$ cat src/rtl/csr_file.sv
// Machine-mode CSR file for the RV32I core: trap-side and pipeline CSR access,
// mstatus trap/MRET stacking, and the 64-bit cycle/instret counters.
module csr_file #(
  parameter logic [31:0] HART_ID     = 32'd0,
  parameter logic [31:0] MTVEC_RESET = 32'h0000_0000,
  parameter logic [31:0] MISA_VALUE  = 32'h4000_0100
) (
  input  logic        clk,
  input  logic        rst_n,
  input  logic [2:0]  trap_status,
  input  logic [11:0] csr_trap_address,
  input  logic [31:0] csr_trap_write_data,
  input  logic [11:0] csr_read_address,
  input  logic        csr_write_enable,
  input  logic [11:0] csr_write_address,
  input  logic [31:0] csr_write_data,
  input  logic        instret_inc,
  output logic [31:0] csr_read_data,
  output logic        csr_illegal
);

  localparam logic [2:0] TRAP_NONE       = 3'd0;
  localparam logic [2:0] TRAP_EBREAK     = 3'd1;
  localparam logic [2:0] TRAP_ECALL      = 3'd2;
  localparam logic [2:0] TRAP_MISALIGNED = 3'd3;
  localparam logic [2:0] TRAP_FENCEI     = 3'd4;
  localparam logic [2:0] TRAP_MRET       = 3'd5;

  localparam logic [11:0] ADDR_MSTATUS   = 12'h300;
  localparam logic [11:0] ADDR_MISA      = 12'h301;
  localparam logic [11:0] ADDR_MTVEC     = 12'h305;
  localparam logic [11:0] ADDR_MSCRATCH  = 12'h340;
  localparam logic [11:0] ADDR_MEPC      = 12'h341;
  localparam logic [11:0] ADDR_MCAUSE    = 12'h342;
  localparam logic [11:0] ADDR_MTVAL     = 12'h343;
  localparam logic [11:0] ADDR_MCYCLE    = 12'hB00;
  localparam logic [11:0] ADDR_MINSTRET  = 12'hB02;
  localparam logic [11:0] ADDR_MCYCLEH   = 12'hB80;
  localparam logic [11:0] ADDR_MINSTRETH = 12'hB82;
  localparam logic [11:0] ADDR_MVENDORID = 12'hF11;
  localparam logic [11:0] ADDR_MARCHID   = 12'hF12;
  localparam logic [11:0] ADDR_MIMPID    = 12'hF13;
  localparam logic [11:0] ADDR_MHARTID   = 12'hF14;

  function automatic logic is_implemented(input logic [11:0] addr);
    case (addr)
      ADDR_MSTATUS, ADDR_MISA, ADDR_MTVEC, ADDR_MSCRATCH, ADDR_MEPC,
      ADDR_MCAUSE, ADDR_MTVAL, ADDR_MCYCLE, ADDR_MINSTRET, ADDR_MCYCLEH,
      ADDR_MINSTRETH, ADDR_MVENDORID, ADDR_MARCHID, ADDR_MIMPID,
      ADDR_MHARTID: is_implemented = 1'b1;
      default:      is_implemented = 1'b0;
    endcase
  endfunction

  function automatic logic is_read_only(input logic [11:0] addr);
    case (addr)
      ADDR_MISA, ADDR_MVENDORID, ADDR_MARCHID, ADDR_MIMPID,
      ADDR_MHARTID: is_read_only = 1'b1;
      default:      is_read_only = 1'b0;
    endcase
  endfunction

  // mtvec and mepc keep only [31:2]; their low bits always read as zero
  logic        mie_q, mie_d;
  logic        mpie_q, mpie_d;
  logic [29:0] mtvec_q, mtvec_d;
  logic [31:0] mscratch_q, mscratch_d;
  logic [29:0] mepc_q, mepc_d;
  logic [31:0] mcause_q, mcause_d;
  logic [31:0] mtval_q, mtval_d;
  logic [63:0] mcycle_q, mcycle_d;
  logic [63:0] minstret_q, minstret_d;
  logic [2:0]  prev_trap_q, prev_trap_d;

  logic        trap_side_select;
  logic        trap_write_kind;
  logic        trap_write;
  logic        mret_first;
  logic        pipe_write;
  logic [11:0] read_address;
  logic [31:0] mstatus_value;

  assign mstatus_value = {19'd0, 2'b11, 3'd0, mpie_q, 3'd0, mie_q, 3'd0};

  always_comb begin
    trap_side_select = (trap_status == TRAP_EBREAK) || (trap_status == TRAP_ECALL) ||
                       (trap_status == TRAP_MISALIGNED) || (trap_status == TRAP_MRET);
    trap_write_kind  = (trap_status == TRAP_EBREAK) || (trap_status == TRAP_ECALL) ||
                       (trap_status == TRAP_MISALIGNED);
    trap_write       = trap_write_kind &&
                       ((csr_trap_address == ADDR_MEPC) || (csr_trap_address == ADDR_MCAUSE) ||
                        (csr_trap_address == ADDR_MTVAL));
    mret_first       = (trap_status == TRAP_MRET) && (prev_trap_q != TRAP_MRET);
    // A trap-side update means the pipeline is being flushed, so its write is discarded
    pipe_write       = csr_write_enable && is_implemented(csr_write_address) &&
                       !is_read_only(csr_write_address) && !trap_write && !mret_first;
  end

  always_comb begin
    read_address  = trap_side_select ? csr_trap_address : csr_read_address;
    csr_read_data = 32'd0;
    case (read_address)
      ADDR_MSTATUS:   csr_read_data = mstatus_value;
      ADDR_MISA:      csr_read_data = MISA_VALUE;
      ADDR_MTVEC:     csr_read_data = {mtvec_q, 2'b00};
      ADDR_MSCRATCH:  csr_read_data = mscratch_q;
      ADDR_MEPC:      csr_read_data = {mepc_q, 2'b00};
      ADDR_MCAUSE:    csr_read_data = mcause_q;
      ADDR_MTVAL:     csr_read_data = mtval_q;
      ADDR_MCYCLE:    csr_read_data = mcycle_q[31:0];
      ADDR_MINSTRET:  csr_read_data = minstret_q[31:0];
      ADDR_MCYCLEH:   csr_read_data = mcycle_q[63:32];
      ADDR_MINSTRETH: csr_read_data = minstret_q[63:32];
      ADDR_MHARTID:   csr_read_data = HART_ID;
      default:        csr_read_data = 32'd0;
    endcase
  end

  assign csr_illegal = !is_implemented(csr_read_address) ||
                       (csr_write_enable && (is_read_only(csr_write_address) ||
                                             !is_implemented(csr_write_address)));

  always_comb begin
    mie_d       = mie_q;
    mpie_d      = mpie_q;
    mtvec_d     = mtvec_q;
    mscratch_d  = mscratch_q;
    mepc_d      = mepc_q;
    mcause_d    = mcause_q;
    mtval_d     = mtval_q;
    mcycle_d    = mcycle_q + 64'd1;
    minstret_d  = minstret_q + {63'd0, instret_inc};
    prev_trap_d = trap_status;

    if (pipe_write) begin
      case (csr_write_address)
        ADDR_MSTATUS: begin
          mie_d  = csr_write_data[3];
          mpie_d = csr_write_data[7];
        end
        ADDR_MTVEC:     mtvec_d    = csr_write_data[31:2];
        ADDR_MSCRATCH:  mscratch_d = csr_write_data;
        ADDR_MEPC:      mepc_d     = csr_write_data[31:2];
        ADDR_MCAUSE:    mcause_d   = csr_write_data;
        ADDR_MTVAL:     mtval_d    = csr_write_data;
        // Low-half writes suppress the increment; high-half writes leave the low half counting without carry
        ADDR_MCYCLE:    mcycle_d   = {mcycle_q[63:32], csr_write_data};
        ADDR_MCYCLEH:   mcycle_d   = {csr_write_data, mcycle_q[31:0] + 32'd1};
        ADDR_MINSTRET:  minstret_d = {minstret_q[63:32], csr_write_data};
        ADDR_MINSTRETH: minstret_d = {csr_write_data, minstret_q[31:0] + {31'd0, instret_inc}};
        default: ;
      endcase
    end

    if (trap_write) begin
      case (csr_trap_address)
        ADDR_MEPC: mepc_d = csr_trap_write_data[31:2];
        ADDR_MCAUSE: begin
          mcause_d = csr_trap_write_data;
          mpie_d   = mie_q;
          mie_d    = 1'b0;
        end
        ADDR_MTVAL: mtval_d = csr_trap_write_data;
        default: ;
      endcase
    end

    if (mret_first) begin
      mie_d  = mpie_q;
      mpie_d = 1'b1;
    end
  end

  always_ff @(posedge clk or negedge rst_n) begin
    if (!rst_n) begin
      mie_q       <= 1'b0;
      mpie_q      <= 1'b0;
      mtvec_q     <= MTVEC_RESET[31:2];
      mscratch_q  <= 32'd0;
      mepc_q      <= 30'd0;
      mcause_q    <= 32'd0;
      mtval_q     <= 32'd0;
      mcycle_q    <= 64'd0;
      minstret_q  <= 64'd0;
      prev_trap_q <= TRAP_NONE;
    end else begin
      mie_q       <= mie_d;
      mpie_q      <= mpie_d;
      mtvec_q     <= mtvec_d;
      mscratch_q  <= mscratch_d;
      mepc_q      <= mepc_d;
      mcause_q    <= mcause_d;
      mtval_q     <= mtval_d;
      mcycle_q    <= mcycle_d;
      minstret_q  <= minstret_d;
      prev_trap_q <= prev_trap_d;
    end
  end

  // FENCEI and NONE are decoded only implicitly (neither selects nor writes)
  logic unused_codes;
  assign unused_codes = (TRAP_FENCEI == TRAP_NONE);

endmodule

$ cat config.mk
export PLATFORM = sky130hd
export DESIGN_NAME = csr_file
export DESIGN_NICKNAME = d
export VERILOG_FILES = /design/src/rtl/csr_file.sv
export SDC_FILE = /design/constraint.sdc
export NUM_CORES = 1
export LEC_CHECK = 0
export BUFFER_PORTS_ARGS = -buffer_cell sky130_fd_sc_hd__buf_2
export CAP_MARGIN = 30
export CELL_PAD_IN_SITES_DETAIL_PLACEMENT = 0
export CELL_PAD_IN_SITES_GLOBAL_PLACEMENT = 2
export CORE_UTILIZATION = 38
export DETAILED_ROUTE_END_ITERATION = 7
export PLACE_DENSITY_LB_ADDON = 0.12
export RECOVER_POWER = 25
export SETUP_SLACK_MARGIN = 0.1
export SLEW_MARGIN = 30
export SYNTH_ARGS = -nofsm -noshare
export SYNTH_HDL_FRONTEND = slang
export SYNTH_SLANG_ARGS = --single-unit
$ cat constraint.sdc
create_clock -name clk -period 3.4 [get_ports clk]
set_input_delay 0.68 -clock clk [delete_from_list [all_inputs] [get_ports clk]]
set_output_delay 0.68 -clock clk [all_outputs]
set_load 0.03 [all_outputs]
Word level (Yosys, flattened, before mapping)
Index checks and enable logic that the tools add are counted.
W data, S select, Z words.
{"block": "word_totals", "ff_bits": 289, "out_inout_bits": 33, "input_bits": 107, "elab_cells": 122}
{"block": "op_classes", "n_reduce_logical": 24, "eq_ne": 51, "n_mux": 31, "n_addsub": 4}
{"cell": "$pmux W32 S11", "count": 1}
{"cell": "$eq A12 B10 Y1 const B", "count": 24}
{"cell": "$mux W32", "count": 8}
{"cell": "$pmux W64 S2", "count": 2}
{"cell": "$eq A12 B12 Y1 const B", "count": 20}
{"cell": "$mux W64", "count": 2}
{"cell": "$mux W30", "count": 4}
{"cell": "$add A64 B1 Y64", "count": 1}
{"cell": "$add A64 B1 Y64 const B", "count": 1}
{"cell": "$add A32 B1 Y32", "count": 1}
{"cell": "$add A32 B1 Y32 const B", "count": 1}
{"cell": "$reduce_or A15 Y1", "count": 2}
{"cell": "$mux W1", "count": 13}
{"cell": "$mux W12", "count": 1}
{"cell": "$logic_and A1 B1 Y1", "count": 7}
{"cell": "$logic_or A1 B1 Y1", "count": 7}
{"cell": "$eq A3 B2 Y1 const B", "count": 2}
{"cell": "$logic_not A1 Y1", "count": 5}
{"cell": "$reduce_or A5 Y1", "count": 1}
{"cell": "$ne A2 B2 Y1 const B", "count": 2}
{"cell": "$reduce_and A2 Y1", "count": 2}
{"cell": "$eq A3 B1 Y1 const B", "count": 1}
{"cell": "$eq A3 B3 Y1 const B", "count": 1}
{"cell": "$ne A3 B3 Y1 const B", "count": 1}

Longest topological paths before layout
{"block": "depth", "depth_word": 11, "ltp_mapped": 9, "depth_no_buf": 8}

Worst setup path after synthesis
OpenSTA, ideal clock, no wires.
{"block": "synth_path", "kind": "input to output", "start": "input trap_status[1]", "end": "output csr_read_data[30]", "arrival_time_ps": 2762, "required_ps": 2720, "n_path_buf": 1, "path_slack_ps": -42, "cell_stages": 7, "path_cell_list": "nor2_2 > nor2_1 > o41ai_1 > clkbuf_1 > a22o_1 > a221oi_1 > o221ai_1"}
{"block": "synth_via", "elab_chain_cells": 7, "elab_cells_between_ends": 20}
{"element": "start: declaration", "line": "10", "rtl": "input logic [2:0] trap_status,"}
{"element": "$eq A3 B1 Y1 / $eq A3 B2 Y1 (equally long branches)", "line": "86", "rtl": "trap_side_select = (trap_status == TRAP_EBREAK) || (trap_status == TRAP_ECALL) ||"}
{"element": "$logic_or A1 B1 Y1 (2 in series)", "line": "86"}
{"element": "$logic_or A1 B1 Y1 *", "line": "87", "rtl": "(trap_status == TRAP_MISALIGNED) || (trap_status == TRAP_MRET);"}
{"element": "$mux W12 *", "line": "100", "rtl": "read_address = trap_side_select ? csr_trap_address : csr_read_address;"}
{"element": "$eq A12 B12 Y1 / $eq A12 B10 Y1 (equally long branches)", "line": "102", "rtl": "case (read_address)"}
{"element": "$pmux W32 S11 *", "line": "102"}
{"element": "end: declaration", "line": "18", "rtl": "output logic [31:0] csr_read_data,"}
Every way passes the cells marked *; elsewhere a longest branch is shown, timed or not.

Final worst setup path
{"block": "layout_path", "start": "input trap_status[1]", "end": "output csr_read_data[29]"}
Same word-level chain as after synthesis.

==> results.json <==
{
  "drtPass1Iterations": 8,
  "ant_nets": 0,
  "num_rows": 77,
  "fin_skew_ns": 0.0164,
  "crit_buf_inv": 6,
  "grt_pass1_vias": 16800,
  "cp.required_ns": 2.72,
  "io_buffers": 139,
  "coreArea_mm2": 0.0444,
  "whs_ns": 0.354,
  "grt_pass1_wl_mm": 112,
  "fin_ws_ns": -0.0421,
  "max_stage_delay_ns": 0.30,
  "min_path_type": "input port to flip-flop",
  "routed_via_density": 6.29,
  "path_delay_family": "compound AO/OA/AOI/OAI gates",
  "slew_violations": 64,
  "arrival_ns": 2.76,
  "netlist_instances": 1960,
  "worstPathMaxFanout": 8,
  "via_count": 17300,
  "layout-drive-gt1-share": 0.265,
  "synth-edff-count": 0,
  "period_share": 1.01,
  "cts_buffers": 37,
  "fillers": 4229,
  "cts_sinks": 289,
  "critPathSlowestCell": "o211ai_1",
  "h-tree-depth": 2,
  "crit_chain": "buf_6 > buf_6 > and2_4 > o211ai_1 > o41ai_4 > buf_6 > buf_12 > buf_16 > a22oi_1 > o22ai_2 > a211o_1 > buf_2",
  "fin_nets": 2244,
  "initial_utilization": 0.387,
  "die_h_um": 215,
  "syn2layout_area_growth_pct": 27.8,
  "cap_violations": 1,
  "setup.worst_path.class": "input port to output pin",
  "grt_use_total": 0.322,
  "drt_iter0_markers": 1810,
  "tightest_slew_ns": 1.95,
  "synth_cell_type_count": 83,
  "end_kind": "output pin",
  "synth_area_mm2": 0.0172,
  "globalplace.congestion": 0.947,
  "finalHoldViolations": 0,
  "cts_root_buffer": "clkbuf_16",
  "insertion_delay_ns": 0.55,
  "synth-seq-area-share": 0.421,
  "rsz0062_at_grt": "true",
  "cts_tree": "yes",
  "finalCriticalPeriod_ns": 3.44,
  "place_area_mm2": 0.0196,
  "critPathLaunchType": "input port",
  "violations": "max-capacitance violations, max-slew violations, negative setup slack",
  "dpl.hpwl_mm": 51.4,
  "slew_headroom": -0.299,
  "final_common_cell": "dfrtp_1",
  "cts.clk_slew.worst_paths_ns": 0.06,
  "cpMostUsedCell": "buf_6",
  "stdcell_area_mm2": 0.0220,
  "final_cell_mix": "dfrtp_1 (289), nand2_1 (258), nor2_1 (181), buf_4 (116), buf_2 (109)",
  "peakVddDrop_mv": 0.315,
  "ys_seq_elements": 289,
  "p_leak_nw": 8.98,
  "p_per_area_mw_per_mm2": 415,
  "status": "complete, but fails checks",
  "grt.overflow.total": 0,
  "yosys_warnings": 0,
  "cts_max_path_buffers": 3,
  "async_flop_share": 1.00,
  "grt_start_max_net_pins": 79,
  "drc": 0,
  "synth_nets": 2070,
  "io_pins": 140,
  "synth.avg_cell_area_um2": 8.77,
  "die_w_um": 215,
  "fmax_mhz": 291,
  "routedWlPerCell_um": 27.3,
  "routed_wl_mm": 75.2,
  "synthFlopType": "dfrtp_1",
  "dieArea_mm2": 0.0461,
  "grt_antenna_before_repair": 5,
  "setup_viol": 6
}
kinds of logic after synthesis:
family | synth area share
AND/OR/NAND/NOR | 0.204
flip-flops | 0.421
AO/OA/AOI/OAI | 0.233
multiplexers | 0.0649
XOR/XNOR | 0.0311
buffers and inverters | 0.0438
adder cells (fa/ha/maj) | 0.00219
synthesized netlist by cell type, types with 13 or more instances:
cell type  count  area share
a211o_1       31       0.016
a221o_1       13      0.0076
dfrtp_1      289        0.42
o21ai_0       71       0.021
inv_1         24      0.0052
clkbuf_1     131       0.029
nand3_1       71       0.021
mux2_2        37       0.024
a22oi_1      134       0.059
buf_2         19      0.0055
nand2_1      260       0.057
buf_1         16      0.0035
mux2i_1       36       0.021
mux2_1        30       0.020
nor4_1        29       0.011
xor2_1        36       0.018
and3_1        14      0.0051
nor3_1        28      0.0082
a21oi_1      107       0.031
xnor2_1       25       0.013
nand4_1       52       0.019
nor2_1       186       0.041
o22ai_1       29       0.011
a31oi_1       68       0.025
layer usage:
layer  GRT usage  routed length [um]  up-vias
met2       0.504               34000      791
met3      0.0489                5800      179
li1            -                   -     7651
met4       0.117                2870        2
met1       0.451               32500     8705
met5           0                   8        -
flip-flops by register name, indices dropped and copies added, names as in the netlist:
register     count
mscratch_q      32
mie_q            1
mcause_q        32
mtvec_q         30
mtval_q         32
minstret_q      64
mcycle_q        64
mpie_q           1
prev_trap_q      3
mepc_q          30
layout make-up:
class,count,area [um2],share of cell area
Multi-Input combinational cell,1479,10000,0.458
Sequential cell,289,7230,0.329
Timing Repair Buffer,302,2660,0.121
Clock buffer,56,1100,0.0500
Tap cell,592,741,0.0337
Inverter,25,93.8,0.00427
Clock inverter,9,81.3,0.00370
Antenna cell,3,7.51,0.000342
worst register-to-register path: stages, from the launching register on:
cell	delay, ns
dfrtp_1	0.45
ha_1	0.23
nand3_1	0.16
or4_1	0.73
nor4_2	0.46
buf_4	0.27
a32oi_1	0.11
o21ai_0	0.18
o311ai_1	0.14
final timing paths:
path	start	endpoint	slack [ns]	cells past startpoint
hold / removal	trap_status[1]	prev_trap_q[1]	0.35	2
setup reg to reg	mcycle_q[0]	mcycle_q[54]	0.53	8
setup / recovery	trap_status[1]	csr_read_data[29]	-0.04	12
min in group asynchronous	rst_n	mcycle_q[40]	0.66	1
max in group asynchronous	rst_n	mcause_q[18]	0.79	2
hold reg to reg	mscratch_q[17]	mscratch_q[17]	0.49	1
through the flow:
step           cells  TNS [ns]  setup slack, ns  power (mW)  utilization
2_1_floorplan   1960         0            0.114        4.58            -
3_3_place_gp    2669     -2.21           -0.136        5.12        0.439
3_5_place_dp    2670     -2.38           -0.155        5.13        0.440
4_1_cts         2745         0           0.0122        9.12        0.482
5_1_grt         2754    -0.528           -0.116        9.47        0.494
6_report        2755    -0.135          -0.0421        9.12        0.494
power by group:
group / internal [mW] / switching [mW] / leakage (nW) / total, mW
logic: 0.441 / 0.625 / 4.56 / 1.07
clock network: 2.30 / 1.60 / 0.586 / 3.91
registers: 3.70 / 0.452 / 3.84 / 4.15
repair_timing:
action / CTS / global route
setup buffers: 6 / 5
endpoints found under the hold margin: 0 / 0
hold buffers: 0 / 0
pin swaps: 25 / 33
cloned: 4 / 2
endpoints found under the setup margin: 32 / 33
gates resized for setup: 110 / 114
Power figures use the tool's default switching activity.
